`config.mk`:
```
export PLATFORM = sky130hd
export DESIGN_NAME = lsu_mem_ctrl
export DESIGN_NICKNAME = d
export VERILOG_FILES = /design/src/rtl/lsu_mem_ctrl_pkg.sv /design/src/rtl/lsu_lane_align.sv /design/src/rtl/lsu_mem_ctrl.sv
export SDC_FILE = /design/constraint.sdc
export NUM_CORES = 1
export LEC_CHECK = 0
export CAP_MARGIN = 10
export CORE_MARGIN = 1.5
export CORE_UTILIZATION = 25
export DETAILED_ROUTE_END_ITERATION = 10
export GPL_TIMING_DRIVEN = 0
export HOLD_SLACK_MARGIN = 0.06
export REMOVE_ABC_BUFFERS = 1
export SETUP_SLACK_MARGIN = 0.2
export SKIP_CTS_REPAIR_TIMING = 1
export SLEW_MARGIN = 25
export SYNTH_ARGS = -nofsm -noshare
export SYNTH_HDL_FRONTEND = slang
export SYNTH_HIERARCHICAL = 1
export SYNTH_SLANG_ARGS = --single-unit
```
`constraint.sdc`:
```
create_clock -name clk -period 5.3 [get_ports clk]
set_clock_uncertainty 0.05 [all_clocks]
set_input_delay 1.06 -clock clk [delete_from_list [all_inputs] [get_ports clk]]
set_output_delay 1.06 -clock clk [all_outputs]
set_load 0.01 [all_outputs]
```
`src/rtl/lsu_mem_ctrl_pkg.sv`:
```
`default_nettype none
// ============================================================================
// Module   : lsu_mem_ctrl_pkg
// Purpose  : Shared constants for the load/store controller. It holds the
//            RV32I funct3 codes for loads and stores, and the 2-bit FSM
//            state encodings. It also provides a helper that classifies an
//            access as faulting, which covers misalignment and illegal
//            funct3 values.
// Revision : 1.0  initial release
// ============================================================================
package lsu_mem_ctrl_pkg;

    // RV32I load funct3 codes
    localparam logic [2:0] c_F3_LB  = 3'b000;
    localparam logic [2:0] c_F3_LH  = 3'b001;
    localparam logic [2:0] c_F3_LW  = 3'b010;
    localparam logic [2:0] c_F3_LBU = 3'b100;
    localparam logic [2:0] c_F3_LHU = 3'b101;

    // RV32I store funct3 codes
    localparam logic [2:0] c_F3_SB  = 3'b000;
    localparam logic [2:0] c_F3_SH  = 3'b001;
    localparam logic [2:0] c_F3_SW  = 3'b010;

    // Controller state encodings
    localparam logic [1:0] c_ST_IDLE  = 2'd0;
    localparam logic [1:0] c_ST_LOAD  = 2'd1;
    localparam logic [1:0] c_ST_WRITE = 2'd2;
    localparam logic [1:0] c_ST_RESP  = 2'd3;

    // An access faults when:
    //   - the funct3 value is not a legal code for the direction, or
    //   - the access is misaligned (halfword on an odd byte, or word not on
    //     a word boundary).
    function automatic logic access_fault(
        input logic       we,
        input logic [2:0] funct3,
        input logic [1:0] lane
    );
        logic v_fault;
        v_fault = 1'b0;
        if (we) begin
            case (funct3)
                c_F3_SB: v_fault = 1'b0;
                c_F3_SH: v_fault = lane[0];
                c_F3_SW: v_fault = |lane;
                default: v_fault = 1'b1;
            endcase
        end else begin
            case (funct3)
                c_F3_LB, c_F3_LBU: v_fault = 1'b0;
                c_F3_LH, c_F3_LHU: v_fault = lane[0];
                c_F3_LW:           v_fault = |lane;
                default:           v_fault = 1'b1;
            endcase
        end
        return v_fault;
    endfunction

endpackage : lsu_mem_ctrl_pkg
`default_nettype wire

```
`src/rtl/lsu_lane_align.sv`:
```
`default_nettype none
// ============================================================================
// Module   : lsu_lane_align
// Purpose  : Purely combinational byte-lane steering for the load/store
//            controller.
//              - Load path : picks the byte or halfword selected by the lane
//                            and sign- or zero-extends it.
//              - Store path: merges the store data into the memory word at
//                            the selected lane.
// Ports    : i_funct3       access funct3 (selects size and signedness)
//            i_lane         byte address bits [1:0]
//            i_word         current memory word
//            i_store_data   right-aligned store data
//            o_load_data    extended load result
//            o_merged       memory word with the store lane replaced
// Revision : 1.0  initial release
// ============================================================================
module lsu_lane_align
    import lsu_mem_ctrl_pkg::*;
#(
    parameter int DATA_WIDTH = 32
) (
    input  logic [2:0]            i_funct3,
    input  logic [1:0]            i_lane,
    input  logic [DATA_WIDTH-1:0] i_word,
    input  logic [DATA_WIDTH-1:0] i_store_data,
    output logic [DATA_WIDTH-1:0] o_load_data,
    output logic [DATA_WIDTH-1:0] o_merged
);

    logic [7:0]  w_byte;
    logic [15:0] w_half;

    always_comb begin
        w_byte = 8'h00;
        case (i_lane)
            2'd0: w_byte = i_word[7:0];
            2'd1: w_byte = i_word[15:8];
            2'd2: w_byte = i_word[23:16];
            2'd3: w_byte = i_word[31:24];
            default: w_byte = 8'h00;
        endcase
        // Halfwords are only legal on even lanes, so lane[1] selects the half
        w_half = i_lane[1] ? i_word[31:16] : i_word[15:0];
    end

    always_comb begin
        o_load_data = i_word;
        case (i_funct3)
            c_F3_LB:  o_load_data = {{(DATA_WIDTH-8){w_byte[7]}}, w_byte};
            c_F3_LBU: o_load_data = {{(DATA_WIDTH-8){1'b0}}, w_byte};
            c_F3_LH:  o_load_data = {{(DATA_WIDTH-16){w_half[15]}}, w_half};
            c_F3_LHU: o_load_data = {{(DATA_WIDTH-16){1'b0}}, w_half};
            default:  o_load_data = i_word;
        endcase
    end

    always_comb begin
        o_merged = i_word;
        case (i_funct3)
            c_F3_SB: begin
                case (i_lane)
                    2'd0: o_merged[7:0]   = i_store_data[7:0];
                    2'd1: o_merged[15:8]  = i_store_data[7:0];
                    2'd2: o_merged[23:16] = i_store_data[7:0];
                    2'd3: o_merged[31:24] = i_store_data[7:0];
                    default: o_merged = i_word;
                endcase
            end
            c_F3_SH: begin
                if (i_lane[1]) begin
                    o_merged[31:16] = i_store_data[15:0];
                end else begin
                    o_merged[15:0]  = i_store_data[15:0];
                end
            end
            default: o_merged = i_store_data;
        endcase
    end

endmodule : lsu_lane_align
`default_nettype wire

```
`src/rtl/lsu_mem_ctrl.sv`:
```
`default_nettype none
// ============================================================================
// Module   : lsu_mem_ctrl
// Purpose  : Load/store controller between the RV32I execute stage and a
//            word-addressed single-port data memory.
//              - Accepts one byte-addressed load or store per handshake.
//              - Sub-word loads are extracted and extended.
//              - Sub-word stores are done as read-modify-write.
//              - Misaligned or illegal accesses return a fault and never
//                touch memory.
// Ports    : clk, reset (sync, active-low)
//            i_ReqValid/o_ReqReady      request handshake
//            i_ReqWe, i_Funct3          direction and access type
//            i_ByteAddr, i_StoreData    request address and data
//            o_RspValid                 one-cycle response pulse
//            o_LoadData, o_Fault        response payload
//            o_MemAddr, o_MemDataOut    memory word address and write data
//            o_MemWrEn                  memory write enable
//            i_MemDataIn                combinational memory read data
// Revision : 1.0  initial release
// ============================================================================
module lsu_mem_ctrl
    import lsu_mem_ctrl_pkg::*;
#(
    parameter int MEM_ADDR_WIDTH = 10,
    parameter int DATA_WIDTH     = 32
) (
    input  logic                      clk,
    input  logic                      reset,
    input  logic                      i_ReqValid,
    output logic                      o_ReqReady,
    input  logic                      i_ReqWe,
    input  logic [2:0]                i_Funct3,
    input  logic [MEM_ADDR_WIDTH+1:0] i_ByteAddr,
    input  logic [DATA_WIDTH-1:0]     i_StoreData,
    output logic                      o_RspValid,
    output logic [DATA_WIDTH-1:0]     o_LoadData,
    output logic                      o_Fault,
    output logic [MEM_ADDR_WIDTH-1:0] o_MemAddr,
    output logic [DATA_WIDTH-1:0]     o_MemDataOut,
    output logic                      o_MemWrEn,
    input  logic [DATA_WIDTH-1:0]     i_MemDataIn
);

    logic [1:0]                r_state;
    logic                      r_we;
    logic [2:0]                r_funct3;
    logic [MEM_ADDR_WIDTH+1:0] r_addr;
    logic [DATA_WIDTH-1:0]     r_sdata;
    logic                      r_rsp_valid;
    logic                      r_fault;
    logic [DATA_WIDTH-1:0]     r_load_data;
    logic [DATA_WIDTH-1:0]     r_mem_data_out;
    logic                      r_mem_wr_en;

    logic                      w_req_fault;
    logic [DATA_WIDTH-1:0]     w_load_data;
    logic [DATA_WIDTH-1:0]     w_merged;

    assign w_req_fault = access_fault(i_ReqWe, i_Funct3, i_ByteAddr[1:0]);

    // Lane steering works on the live memory read data during LOAD. That is
    // the cycle in which both the load result and the RMW merge are captured.
    lsu_lane_align #(
        .DATA_WIDTH   (DATA_WIDTH)
    ) u_lane_align (
        .i_funct3     (r_funct3),
        .i_lane       (r_addr[1:0]),
        .i_word       (i_MemDataIn),
        .i_store_data (r_sdata),
        .o_load_data  (w_load_data),
        .o_merged     (w_merged)
    );

    always_ff @(posedge clk) begin
        if (!reset) begin
            r_state        <= c_ST_IDLE;
            r_we           <= 1'b0;
            r_funct3       <= 3'b000;
            r_addr         <= '0;
            r_sdata        <= '0;
            r_rsp_valid    <= 1'b0;
            r_fault        <= 1'b0;
            r_load_data    <= '0;
            r_mem_data_out <= '0;
            r_mem_wr_en    <= 1'b0;
        end else begin
            case (r_state)
                c_ST_IDLE: begin
                    // In IDLE with reset high, ready is 1, so valid alone
                    // completes the handshake.
                    if (i_ReqValid) begin
                        r_we     <= i_ReqWe;
                        r_funct3 <= i_Funct3;
                        r_addr   <= i_ByteAddr;
                        r_sdata  <= i_StoreData;
                        if (w_req_fault) begin
                            r_state     <= c_ST_RESP;
                            r_rsp_valid <= 1'b1;
                            r_fault     <= 1'b1;
                            r_load_data <= '0;
                        end else if (i_ReqWe && (i_Funct3 == c_F3_SW)) begin
                            // A full-word store needs no read
                            r_state        <= c_ST_WRITE;
                            r_mem_wr_en    <= 1'b1;
                            r_mem_data_out <= i_StoreData;
                        end else begin
                            r_state <= c_ST_LOAD;
                        end
                    end
                end

                c_ST_LOAD: begin
                    if (r_we) begin
                        r_state        <= c_ST_WRITE;
                        r_mem_wr_en    <= 1'b1;
                        r_mem_data_out <= w_merged;
                    end else begin
                        r_state     <= c_ST_RESP;
                        r_rsp_valid <= 1'b1;
                        r_fault     <= 1'b0;
                        r_load_data <= w_load_data;
                    end
                end

                c_ST_WRITE: begin
                    r_state     <= c_ST_RESP;
                    r_mem_wr_en <= 1'b0;
                    r_rsp_valid <= 1'b1;
                    r_fault     <= 1'b0;
                    r_load_data <= '0;
                end

                c_ST_RESP: begin
                    r_state     <= c_ST_IDLE;
                    r_rsp_valid <= 1'b0;
                end

                default: begin
                    r_state <= c_ST_IDLE;
                end
            endcase
        end
    end

    assign o_ReqReady   = (r_state == c_ST_IDLE) && reset;
    assign o_RspValid   = r_rsp_valid;
    assign o_Fault      = r_fault;
    assign o_LoadData   = r_load_data;
    assign o_MemAddr    = r_addr[MEM_ADDR_WIDTH+1:2];
    assign o_MemDataOut = r_mem_data_out;
    // Gating with reset means a reset landing in WRITE suppresses the write
    // on that same edge.
    assign o_MemWrEn    = r_mem_wr_en && reset;

endmodule : lsu_mem_ctrl
`default_nettype wire

```
==> metrics.md <==
| Metric | Value |
|---|---|
| Status | finished, final reports clean |
| FFs w/ async S/R, synth | 0 |
| Port bufs | 160 |
| GPL Wtd Cong | 0.833 |
| Sequential Power Share | 0.275 |
| Die area | 27000 um^2 |
| Share of layout cells above drive strength 1 | 0.0639 |
| Clk root buf | clkbuf_16 |
| Clk_lat worst skew | 0.42 ns |
| WHS Path Cells | 2 |
| Fin crit period | 3.35 ns |
| Worst-Margin Slew | 0.999 ns |
| PwrDens | 502 nW/um^2 |
| Crit. End Element | primary output |
| Yosys warning count | 6 |
| Largest net degree at the start of global routing | 67 |
| Max_slew headroom | 0.324 |
| Nets | 984 |
| Top-Level Pins | 161 |
| CP delay by family, top | buffers and inverters |
| Post-DP HPWL | 15700 um |
| #FFs+latches synth | 117 |
| NetSw | 1720 uW |
| CP max stage cell | clkdlybuf4s50_1 |
| # H-tree levels | 4 |
| Req. time, crit path | 4.19 ns |
| Vias/cell | 4.95 |
| Internal power | 2760 uW |
| Num CTS Buffers | 17 |
| Max VDD drop | 0.363 mV |
| Slew Limit Fails | 0 |
| CP cell instances | buf_6 -> and2_1 -> clkdlybuf4s50_1 |
| Hold/Removal Path Class | reg -> reg |
| Switching Share | 0.384 |
| Via count | 6134 |
| Drt pass-1 iters | 5 |
| DRC Markers | 0 |
| Post-detailed-routing wire length | 22600 um |
| Syn Area/Cell | 8.27 um^2 |
| Gr usage total | 0.169 |
| Combinational Power Share | 0.456 |
| Final worst-path cycle share | 0.631 |
| Synth top area cells | dfxtp_1, nand2_1, mux2i_1 |
| Number of global-route vias before repair | 5868 |
| Distinct cell type count after synthesis | 46 |
| Post-Syn Area | 6510 um^2 |
| Initial antenna violation count | 2 |
| Hold WS | 0.402 ns |
| Final setup viols | 0 |
| Most common cell in the synthesized netlist | nand2_1 |
| ANT cells | 0 |
| Register area share after synthesis | 0.360 |
| FF-to-FF End | o_MemDataOut[26]$_SDFFE_PN0P_ |
| Share of the synthesized area in the top cell type | 0.360 |
| Crit path depth | 3 |
| Final Hold Viols | 0 |
| FP Rows | 58 |
| Post-synth EDFFs | 0 |
| WHS Endpoint | o_LoadData[25]$_SDFFE_PN0P_ |
| Worst path bufs/invs | 2 |
| CTS max path bufs | 2 |
| Core area | 25400 um^2 |
| CP Launch Type | input port |
| Gr ovfl total | 0 |
| Pre-CTS setup slack | 1.80 ns |
| Critical Path AT | 2.24 ns |
| Starting Density | 0.257 |
| 1st-iter DRT viols | 428 |
| CTS tree | yes |
| Max Fclk | 299 MHz |
| Clock power share | 0.270 |
| HP Start | o_LoadData[25]$_SDFFE_PN0P_ |
| Synthesized netlist cell count | 788 |
| DRT antenna net count | 0 |
| Unrepaired setup endpoints after global routing | false |
| RR Startpoint | r_funct3[1]$_SDFFE_PN0P_ |
| Die Y | 164 um |
| Worst reg-to-reg path cell count | 6 |
| Synth Flop Type | dfxtp_1 |
| Area Growth Syn to Fin | 37.2% |
| Largest area contributor in the netlist | dfxtp_1 |
| Worst-path clk slew | 0.05 ns |
| Final worst slack | 1.95 ns |
| WS Path Type | in -> out |
| First-pass GRT wire length | 34200 um |
| Leakage | 0.00361 uW |
| Clock sinks | 117 |
| Reg-to-reg setup timing slack | 2.28 ns |
| Top cells by count, synth | nand2_1, dfxtp_1, clkbuf_1 |
| Post-DR wirelength/cell | 18.2 um |
| Critical path's largest stage delay | 0.54 ns |
| Max cap viols | 0 |
| Die width | 164 um |
| Max FO, Critical Path | 60 |
-- layer usage --
| layer | global-route usage | routed length [um] | vias up |
|---|---|---|---|
| met1 | 0.225 | 10400 | 2936 |
| met4 | 0.0426 | 263 | 0 |
| met3 | 0.0512 | 1790 | 19 |
| met5 | 0 | 0 | - |
| li1 | - | - | 2973 |
| met2 | 0.265 | 10100 | 206 |
-- per-stage QoR --
step / total power (uW) / utilization / std cells / setup TNS [ns] / cell area [um^2]
final: 4490 / 0.352 / 1238 / 0 / 8940
after global routing: 4780 / 0.352 / 1238 / 0 / 8940
after CTS: 4530 / 0.352 / 1238 / 0 / 8940
after detailed placement: 3300 / 0.328 / 1206 / 0 / 8330
after global placement: 3150 / 0.319 / 1197 / -97.63 / 8110
after floorplan: 2390 / - / 707 / 0 / 6100
-- worst max-delay path by stage --
stage / endpoint / start
2_1_floorplan: o_MemDataOut[0]$_SDFFE_PN0P_ / r_state[1]$_SDFFE_PN0P_
3_3_place_gp: o_MemDataOut[23]$_SDFFE_PN0P_ / r_state[1]$_SDFFE_PN0P_
3_5_place_dp: o_MemDataOut[10]$_SDFFE_PN0P_ / i_Funct3[2]
4_1_cts: o_MemWrEn / reset
5_1_grt: o_ReqReady / r_state[0]$_SDFFE_PN0P_
6_report: o_MemWrEn / reset
-- worst min-delay path: cells and delay by family (launching register included) --
kind	cells	cell delay (ns)
multiplexers	1	0.05
flip-flops	1	0.30
AND/OR/NAND/NOR	1	0.05
-- registers in the layout, indices dropped and copies added, names as in the netlist --
| register | cells |
|---|---|
| r_sdata | 32 |
| r_funct3 | 3 |
| o_MemDataOut | 32 |
| r_addr | 12 |
| r_we | 1 |
| r_state | 2 |
| o_RspValid | 1 |
| o_Fault | 1 |
| r_mem_wr_en | 1 |
| o_LoadData | 32 |
-- cells by family after synthesis --
kind of cell | synth area share
compound gates | 0.247
flops | 0.360
buf+inv | 0.0670
simple gates | 0.231
mux | 0.0835
fa+ha+maj | 0.0115
-- placed cells by master, fill, tap and decap left out, types with 5 or more instances in the layout --
master	count
o211ai_1	9
inv_1	5
nand2_1	245
a22o_1	16
a21boi_0	48
o211a_1	32
a221o_1	31
dfxtp_1	115
clkbuf_16	17
mux2_1	9
mux2i_1	41
and3_1	8
nor2b_1	46
nor2_1	10
a211oi_1	32
ha_1	5
clkdlybuf4s50_1	159
nand4_1	8
-- power groups by stage --
stage	Combinational, uW	Sequential, uW	Clock (uW)
3_3_place_gp	1910	1240	0
6_report	2040	1230	1210
3_5_place_dp	2050	1250	0
4_1_cts	2060	1230	1240
2_1_floorplan	1120	1260	0
5_1_grt	2240	1260	1280
-- final cells by class --
type                            count  area, um^2
Timing Repair Buffer              169        1760
Clock buffer                       20         457
Clock inverter                     12         153
Tap cell                          330         413
Sequential cell                   117        2340
Inverter                            5        18.8
Fill cell                        2694       16500
Multi-Input combinational cell    585        3790
(Power assumes the default switching activity.)
